==> src/rtl/updown_round.sv <==
// updown_round: single-round controller for the up/down number-guessing game.
// A secret is latched on an accepted start; each rising edge of guess_trigger
// in PLAY grades one guess (UP / DOWN / CORRECT) and consumes one attempt.
// Optional feature macro: UPDOWN_RANGE_HINT_EN. When defined, the live hint
// range [lo_bound, hi_bound] is narrowed after every wrong guess, and guesses
// outside it are rejected without costing an attempt.
module updown_round #(
   parameter int WIDTH     = 7,
   parameter int MAX_VALUE = 99,
   parameter int MAX_TRIES = 7,
   localparam int TW       = $clog2(MAX_TRIES + 1)
) (
   input  logic             clk,
   input  logic             reset,
   input  logic             start,
   input  logic             guess_trigger,
   input  logic [WIDTH-1:0] user_number,
   input  logic [WIDTH-1:0] actual_number,
   output logic [1:0]       comparison_result,
   output logic             result_valid,
   output logic             guess_rejected,
   output logic [TW-1:0]    tries_left,
   output logic [WIDTH-1:0] lo_bound,
   output logic [WIDTH-1:0] hi_bound,
   output logic             playing,
   output logic             won,
   output logic             lost
);

   typedef enum logic [1:0] {
      S_IDLE = 2'd0,
      S_PLAY = 2'd1,
      S_WIN  = 2'd2,
      S_LOSE = 2'd3
   } state_t;

   typedef enum logic [1:0] {
      RES_NONE    = 2'b00,
      RES_UP      = 2'b01,
      RES_DOWN    = 2'b10,
      RES_CORRECT = 2'b11
   } result_t;

   localparam logic [WIDTH-1:0] MAX_V      = WIDTH'(MAX_VALUE);
   localparam logic [WIDTH-1:0] ONE_W      = WIDTH'(1);
   localparam logic [TW-1:0]    TRIES_INIT = TW'(MAX_TRIES);
   localparam logic [TW-1:0]    ONE_T      = TW'(1);

   state_t           state_q;
   result_t          result_q;
   logic             trig_q;
   logic             valid_q;
   logic [WIDTH-1:0] secret_q;
   logic [TW-1:0]    tries_q;
   logic [WIDTH-1:0] lo_q;
   logic [WIDTH-1:0] hi_q;

   logic             trig_edge;
   logic             start_ok;
   logic             guess_ok;
   logic             out_of_range;
   result_t          grade_d;

   assign trig_edge = guess_trigger & ~trig_q;
   assign start_ok  = start && (actual_number <= MAX_V);
   assign guess_ok  = trig_edge && (state_q == S_PLAY);

`ifdef UPDOWN_RANGE_HINT_EN
   logic rej_q;
   assign out_of_range   = (user_number < lo_q) || (user_number > hi_q);
   assign guess_rejected = rej_q;
`else
   assign out_of_range   = 1'b0;
   assign guess_rejected = 1'b0;
`endif

   // Grade the presented guess against the latched secret.
   always_comb begin
      // NOTE: default assignment first so every path drives grade_d; no latch is inferred.
      grade_d = RES_DOWN;
      if (user_number == secret_q) begin
         grade_d = RES_CORRECT;
      end else if (user_number < secret_q) begin
         grade_d = RES_UP;
      end
   end

   // Game FSM with registered result, attempt counter and hint range.
   always_ff @(posedge clk) begin
      if (reset) begin
         // NOTE: non-blocking assignments throughout, so every register sees pre-edge values.
         state_q  <= S_IDLE;
         result_q <= RES_NONE;
         trig_q   <= 1'b0;
         valid_q  <= 1'b0;
         secret_q <= '0;
         tries_q  <= '0;
         lo_q     <= '0;
         hi_q     <= '0;
`ifdef UPDOWN_RANGE_HINT_EN
         rej_q    <= 1'b0;
`endif
      end else begin
         trig_q  <= guess_trigger;
         valid_q <= 1'b0;
`ifdef UPDOWN_RANGE_HINT_EN
         rej_q   <= 1'b0;
`endif
         if (start_ok) begin
            // An accepted start always wins over a simultaneous guess edge.
            secret_q <= actual_number;
            tries_q  <= TRIES_INIT;
            lo_q     <= '0;
            hi_q     <= MAX_V;
            result_q <= RES_NONE;
            state_q  <= S_PLAY;
         end else if (guess_ok) begin
            valid_q <= 1'b1;
            if (out_of_range) begin
               // Outside the hint range: flag it, spend nothing.
               result_q <= RES_NONE;
`ifdef UPDOWN_RANGE_HINT_EN
               rej_q    <= 1'b1;
`endif
            end else begin
               result_q <= grade_d;
               tries_q  <= tries_q - ONE_T;
               if (grade_d == RES_CORRECT) begin
                  state_q <= S_WIN;
               end else begin
`ifdef UPDOWN_RANGE_HINT_EN
                  // Cannot wrap: g < secret <= MAX_VALUE, or g > secret >= 0.
                  if (grade_d == RES_UP) begin
                     lo_q <= user_number + ONE_W;
                  end else begin
                     hi_q <= user_number - ONE_W;
                  end
`endif
                  if (tries_q == ONE_T) begin
                     state_q <= S_LOSE;
                  end
               end
            end
         end
      end
   end

   assign comparison_result = result_q;
   assign result_valid      = valid_q;
   assign tries_left        = tries_q;
   assign lo_bound          = lo_q;
   assign hi_bound          = hi_q;
   assign playing           = (state_q == S_PLAY);
   assign won               = (state_q == S_WIN);
   assign lost              = (state_q == S_LOSE);

endmodule

==> config.mk <==
export PLATFORM = sky130hd
export DESIGN_NAME = updown_round
export DESIGN_NICKNAME = d
export VERILOG_FILES = /design/src/rtl/updown_round.sv
export SDC_FILE = /design/constraint.sdc
export NUM_CORES = 1
export LEC_CHECK = 0
export ABC_CLOCK_PERIOD_IN_PS = 2000
export CORE_MARGIN = 2
export CORE_UTILIZATION = 40
export DETAILED_ROUTE_END_ITERATION = 7
export PLACE_DENSITY = 0.87
export SETUP_SLACK_MARGIN = 0.3
export SLEW_MARGIN = 30
export SYNTH_ARGS = -nofsm -noshare
export SYNTH_HDL_FRONTEND = slang
export SYNTH_SLANG_ARGS = --single-unit
==> constraint.sdc <==
create_clock -name clk -period 2 [get_ports clk]
set_clock_uncertainty 0.05 [all_clocks]
set_input_delay 0.3 -clock clk [delete_from_list [all_inputs] [get_ports clk]]
set_output_delay 0.3 -clock clk [all_outputs]
set_load 0.05 [all_outputs]
==> summary.txt, run 1 <==
Die
  • Total I/O pin count: 42
  • Die Area: 0.002817 mm2
  • Die height: 53.08 um
  • FP Rows: 17
  • Initial Utilization: 42.73%
  • Core Footprint: 0.002255 mm2
  • Die width: 53.08 um

Place
  • Dpl hpwl: 1475 um
  • Input/output buffers: 30
  • Gpl congestion: 0.7423

Job
  • Number of max-cap violations: 0

Route
  • Via count: 777
  • DR iter-0 viols: 9
  • DR DRC count: 0
  • Detail-routed via count per cell: 4.625
  • First-pass DRT Iterations: 3
  • Final ANT Viol Nets: 0
  • Total Wirelength: 1724 um
  • Routed WL per cell: 10.26 um

Min path
  • Hold WC Path Type: flop to flop

Clock network
  • TritonCTS clock tree: built
  • Root buf cell: clkbuf_4
  • Clock sinks: 17
  • Clk buf depth: 2
  • Hold Buf Count CTS: 0
  • TritonCTS buffer count: 3
  • Setup bufs post-CTS: 0
  • H-tree lvl count: 1
  • Cts repair resizes: 10
  • Clock-pin slew of the registers on the worst-case setup and hold paths: 0.10 ns
  • Clk_lat worst skew: 0.29 ns

STA
  • Final hold vios: 0
  • Peak Freq: 628.0 MHz
  • Post-layout min period: 1.592 ns
  • Setup TNS: 0 ns
  • RSZ-0062 raised after global routing: no
  • # setup viols final: 0
  • Slew Viols, Final: 0
  • Period utilization: 79.62%

Power and ir drop
  • Maximum VDD drop: 0.3481 mV
  • Overall Power: 0.8087 mW
  • Leakage: 0.5797 nW
  • P per Cell Area: 658.1 mW/mm2

Yosys
  • Syn avg cell area: 8.602 um2
  • Yosys warns: 0
  • Gate Count Post-Synth: 112
  • Synthesized cell area: 963.4 um2
  • Seq cells post-synth: 17
  • Distinct cells, synth: 28
  • Post-synthesis sequential area ratio: 35.32%

Cells and area
  • Antenna diodes: 0
  • Seq. cell area: 340.3 um2
  • Nets: 168
  • Multi-input logic area: 493.0 um2
  • Commonest non-fill, non-tap cells in the layout: dfxtp_1, clkdlybuf4s50_1, inv_1, a21oi_1
  • P&R area growth vs syn: 27.53%
  • Layout cells sized above 1: 8.571%
  • # fillers: 226

Setup path
  • Arr. time, crit path: 1.76 ns
  • Maximum fanout along the worst path: 4
  • Crit path capture type: flop
  • CP Class: primary input to flop
  • Worst EP required: 2.17 ns
  • Crit start category: primary input

Global routing
  • Vias in the first global route: 728
  • Gr ovfl total: 0
  • GRT Util Overall: 13.62%
  • Global-route wire length before repair: 2849 um
  • Initial antenna violation count: 0
  • Largest net degree at the start of global routing: 13

Outcome
  • Status: finished clean
-- final cells by class --
class | instances | area share (%)
multi-input cells | 76 | 40.12
flip-flops and latches | 17 | 27.70
repair buffers | 31 | 23.42
inverters | 12 | 3.666
well taps | 28 | 2.851
clock buffers | 3 | 1.833
clock inverters | 1 | 0.4073
-- critical path, cell delays in order --
cell and delay [ns]:
clkdlybuf4s50_1 0.41, ha_1 0.32, nand4_1 0.20, o21ai_2 0.20, o21ba_1 0.16, nor3_1 0.16
-- final timing paths --
path                            cells after the start            from              endpoint  slack [ns]
worst max-delay path                                6  user_number[6]  comparison_result[0]        0.41
worst min-delay path                                2     secret_q[5]           secret_q[5]        0.42
worst max register to register                      6     secret_q[6]  comparison_result[0]        0.48
worst min register to register                      2     secret_q[5]           secret_q[5]        0.42
-- synthesized netlist by cell type (all sizes together) --
library cell,count,area (um2)
xor2,1,8.760
o311ai,1,16.27
o21ai,6,33.78
inv,12,45.04
nand4,1,6.260
nand2,5,21.27
mux2i,5,50.05
nand3,1,5.000
a21oi,12,60.06
clkbuf,1,3.750
xnor2,1,8.760
and4bb,1,12.51
and2,1,6.260
o21ba,1,10.01
nor3,3,15.01
nand3b,2,15.01
buf,16,121.4
ha,9,112.6
nor2b,3,18.77
nor2,11,41.29
dfxtp,17,340.3
o31ai,1,7.510
conb,1,3.750
-- kinds of logic after synthesis --
| family | count (synthesis) | share of synthesized area [%] |
|---|---|---|
| buffers and inverters | 29 | 17.66 |
| AND/OR/NAND/NOR | 28 | 14.67 |
| AO/OA/AOI/OAI | 21 | 13.25 |
| flip-flops | 17 | 35.33 |
| adder cells (fa/ha/maj) | 9 | 11.69 |
| multiplexers | 5 | 5.195 |
| XOR/XNOR | 2 | 1.819 |
| other | 1 | 0.3892 |
-- registers in the layout, indices dropped and copies added, names as in the netlist --
signal,flops
comparison_result,2
hi_bound,1
result_valid,1
secret_q,7
state_q,2
tries_left,3
trig_q,1
-- per-layer routing --
metal / wire [um] / vias up / GRT usage [%]
met1: 700 / 338 / 14.34
li1: - / 399 / -
met3: 164 / 4 / 3.107
met2: 840 / 36 / 26.46
met5: 0 / - / 0
met4: 18 / 0 / 3.846
-- per-stage QoR --
step / hold WS [ns] / std cells / setup slack, ns / area, um2 / utilization, %
after floorplan: 0.3216 / 122 / 0.4963 / 1003 / -
after global placement: 0.3938 / 164 / 0.1782 / 1214 / 53.83
after detailed placement: 0.4099 / 164 / 0.08908 / 1214 / 53.83
after CTS: 0.4244 / 168 / 0.3945 / 1229 / 54.50
after global routing: 0.4473 / 168 / 0.3230 / 1229 / 54.50
final: 0.4194 / 168 / 0.4075 / 1229 / 54.50
-- power by group --
group          switching (mW)  total [mW]  internal (mW)
Sequential             0.0133       0.373          0.360
Combinational           0.169       0.256         0.0872
Clock                   0.105       0.180         0.0743
Note: power is estimated with default switching activity, not from simulation.
==> run 2, diff against run 1 <==
Settings changed: ABC_CLOCK_PERIOD_IN_PS 2000 to 1430, CORE_UTILIZATION 40 to 37, PLACE_DENSITY 0.87 to 0.85.
Clock period 2 ns to 1.43 ns, I/O delays scaled along.
==> run 2 against run 1 <==
  * The flow now finishes with violations (setup timing)
  * Combinational power grew 110%
  * Sequential cell count is the same
  * Total power increased by 66%
  * Worst setup slack got worse by 0.49 ns
  * Non-clock buffer count increased by 18
  * Register-to-register slack got worse by 0.56 ns
  * Die area is 7.5% higher
  * Critical endpoint unchanged
==> summary.txt, run 2 (synthesis results as in run 1) <==
Outcome
  • Status: finished with violations
  • Failing checks: setup timing

Die
  • Core Footprint: 0.002477 mm2
  • Die width: 55.03 um
  • Initial Utilization: 38.89%
  • FP Rows: 18
  • Die height: 55.03 um
  • Die Area: 0.003028 mm2
  • Total I/O pin count: 42

Place
  • Dpl hpwl: 1704 um
  • Gpl congestion: 0.7182
  • Worst slack at placement: -0.3248 ns
  • Input/output buffers: 30

Power and ir drop
  • Gate power share: 40.1%
  • Clock network power share: 19.5%
  • P_sw: 0.4775 mW
  • Sequential share of power: 40.4%
  • Sw Ratio: 35.65%
  • Leakage: 0.7293 nW
  • P_int: 0.8618 mW
  • Overall Power: 1.339 mW
  • P per Cell Area: 806.0 mW/mm2
  • Maximum VDD drop: 0.6323 mV

Setup path
  • Crit path capture type: flop
  • Worst EP required: 1.59 ns
  • Worst R2R Path Depth: 6
  • Worst R2R Start: secret_q[6]
  • Maximum fanout along the worst path: 4
  • Crit start category: flop
  • Arr. time, crit path: 1.67 ns
  • R2r endpoint: comparison_result[0]
  • Crit path from: secret_q[6]
  • Crit path to: comparison_result[0]
  • CP Class: flop to flop
  • Register-to-Register Setup Slack: -0.08 ns

Route
  • DR iter-0 viols: 4
  • Detail-routed via count per cell: 4.734
  • Routed WL per cell: 13.41 um
  • Total Wirelength: 2521 um
  • Final ANT Viol Nets: 0
  • DR DRC count: 0
  • First-pass DRT Iterations: 4
  • Via count: 890

STA
  • # setup viols final: 2
  • Slew Viols, Final: 0
  • Final hold vios: 0
  • RSZ-0062 raised after global routing: yes
  • Final setup margin: -0.08054 ns
  • Setup TNS: -0.09004 ns
  • Peak Freq: 662.0 MHz
  • Worst hold slack: 0.1798 ns
  • Post-layout min period: 1.511 ns
  • Period utilization: 105.6%

Min path
  • Hold_sp: actual_number[4]
  • Hold WC Path Type: primary input to flop

Cells and area
  • Commonest non-fill, non-tap cells in the layout: buf_4, buf_12, conb_1, nor2_1
  • Antenna diodes: 0
  • P&R area growth vs syn: 72.47%
  • Layout cells sized above 1: 46.84%
  • Largest register by flop count: secret_q
  • Max reg flops: 7
  • Most common cell after layout, fill and taps aside: buf_4
  • Nets: 186

Clock network
  • Clock-pin slew of the registers on the worst-case setup and hold paths: 0.10 ns
  • Clk_lat worst skew: 0.29 ns
  • Root buf cell: clkbuf_4
  • TritonCTS buffer count: 3
  • TritonCTS clock tree: built
  • Hold Buf Count CTS: 0
  • Clock sinks: 17
  • H-tree lvl count: 1
  • Clk buf depth: 2

Global routing
  • Vias in the first global route: 930
  • Largest net degree at the start of global routing: 12
  • Gr ovfl total: 0
  • Initial antenna violation count: 0
  • Global-route wire length before repair: 3870 um
  • GRT Util Overall: 17.53%

Job
  • Number of max-cap violations: 0
==> run 2: cell count changes in the layout (fill, tap and decap cells not counted), moves of 5 or more <==
| cell | change |
|---|---|
| dfxtp_2 | +5 |
| dfxtp_1 | -9 |
| a21oi_2 | +5 |
| ha_1 | -5 |
| clkdlybuf4s50_1 | -9 |
| buf_4 | +11 |
| a21oi_1 | -5 |
| buf_12 | +14 |
==> run 2: per-layer routing <==
layer / GRT usage, % / vias up / share of wire (%)
met5: 0 / - / 0
met4: 3.659 / 0 / 1.2
met3: 2.688 / 4 / 5.0
met2: 36.71 / 38 / 56
met1: 17.72 / 412 / 38
li1: - / 436 / -
==> run 2: worst max-delay path, cell delays in order, from the launching register on <==
cell and delay, ns:
dfxtp_2 0.34, inv_2 0.05, ha_4 0.28, nand4_1 0.22, o21ai_2 0.20, o21ba_1 0.17, nor3_1 0.13
==> run 2: final cells by class <==
cell class,instances,area (um2)
clock buffers,4,26.28
fillers,181,815.8
inverters,12,45.04
multi-input cells,76,611.8
flip-flops and latches,17,361.6
well taps,30,37.54
repair buffers,49,579.3
==> run 2: timing repair <==
action	in CTS	in global routing
setup endpoints to repair	23	22
pin swaps	9	5
buffers inserted	3	8
gates resized for setup	33	11
hold endpoints to repair	0	0
==> run 2: power groups by stage <==
stage | Clock (mW) | Sequential [mW] | Combinational, mW
4_1_cts | 0.262 | 0.540 | 0.488
3_5_place_dp | 0 | 0.547 | 0.455
2_1_floorplan | 0 | 0.578 | 0.255
5_1_grt | 0.279 | 0.546 | 0.573
3_3_place_gp | 0 | 0.546 | 0.442
6_report | 0.261 | 0.541 | 0.537
==> run 2: how the worst min path moves through the flow <==
stage	end	slack (ns)	cells after the start
6_report	secret_q[4]	0.18	3
5_1_grt	secret_q[4]	0.20	3
3_5_place_dp	secret_q[5]	0.42	2
4_1_cts	secret_q[4]	0.28	3
3_3_place_gp	secret_q[5]	0.39	2
2_1_floorplan	trig_q	0.24	1
==> run 2: metrics by stage <==
stage / area, um2 / std cells / utilization, %
after floorplan: 1047 / 122 / -
after global placement: 1456 / 173 / 58.79
after detailed placement: 1456 / 173 / 58.79
after CTS: 1579 / 180 / 63.74
after global routing: 1662 / 188 / 67.07
final: 1662 / 188 / 67.07
==> run 3, diff against run 2 <==
Settings changed: CTS_CLUSTER_SIZE set to 10.
==> results of run 3 <==
The final DEF is identical to that of run 2; final timing and power are the same.
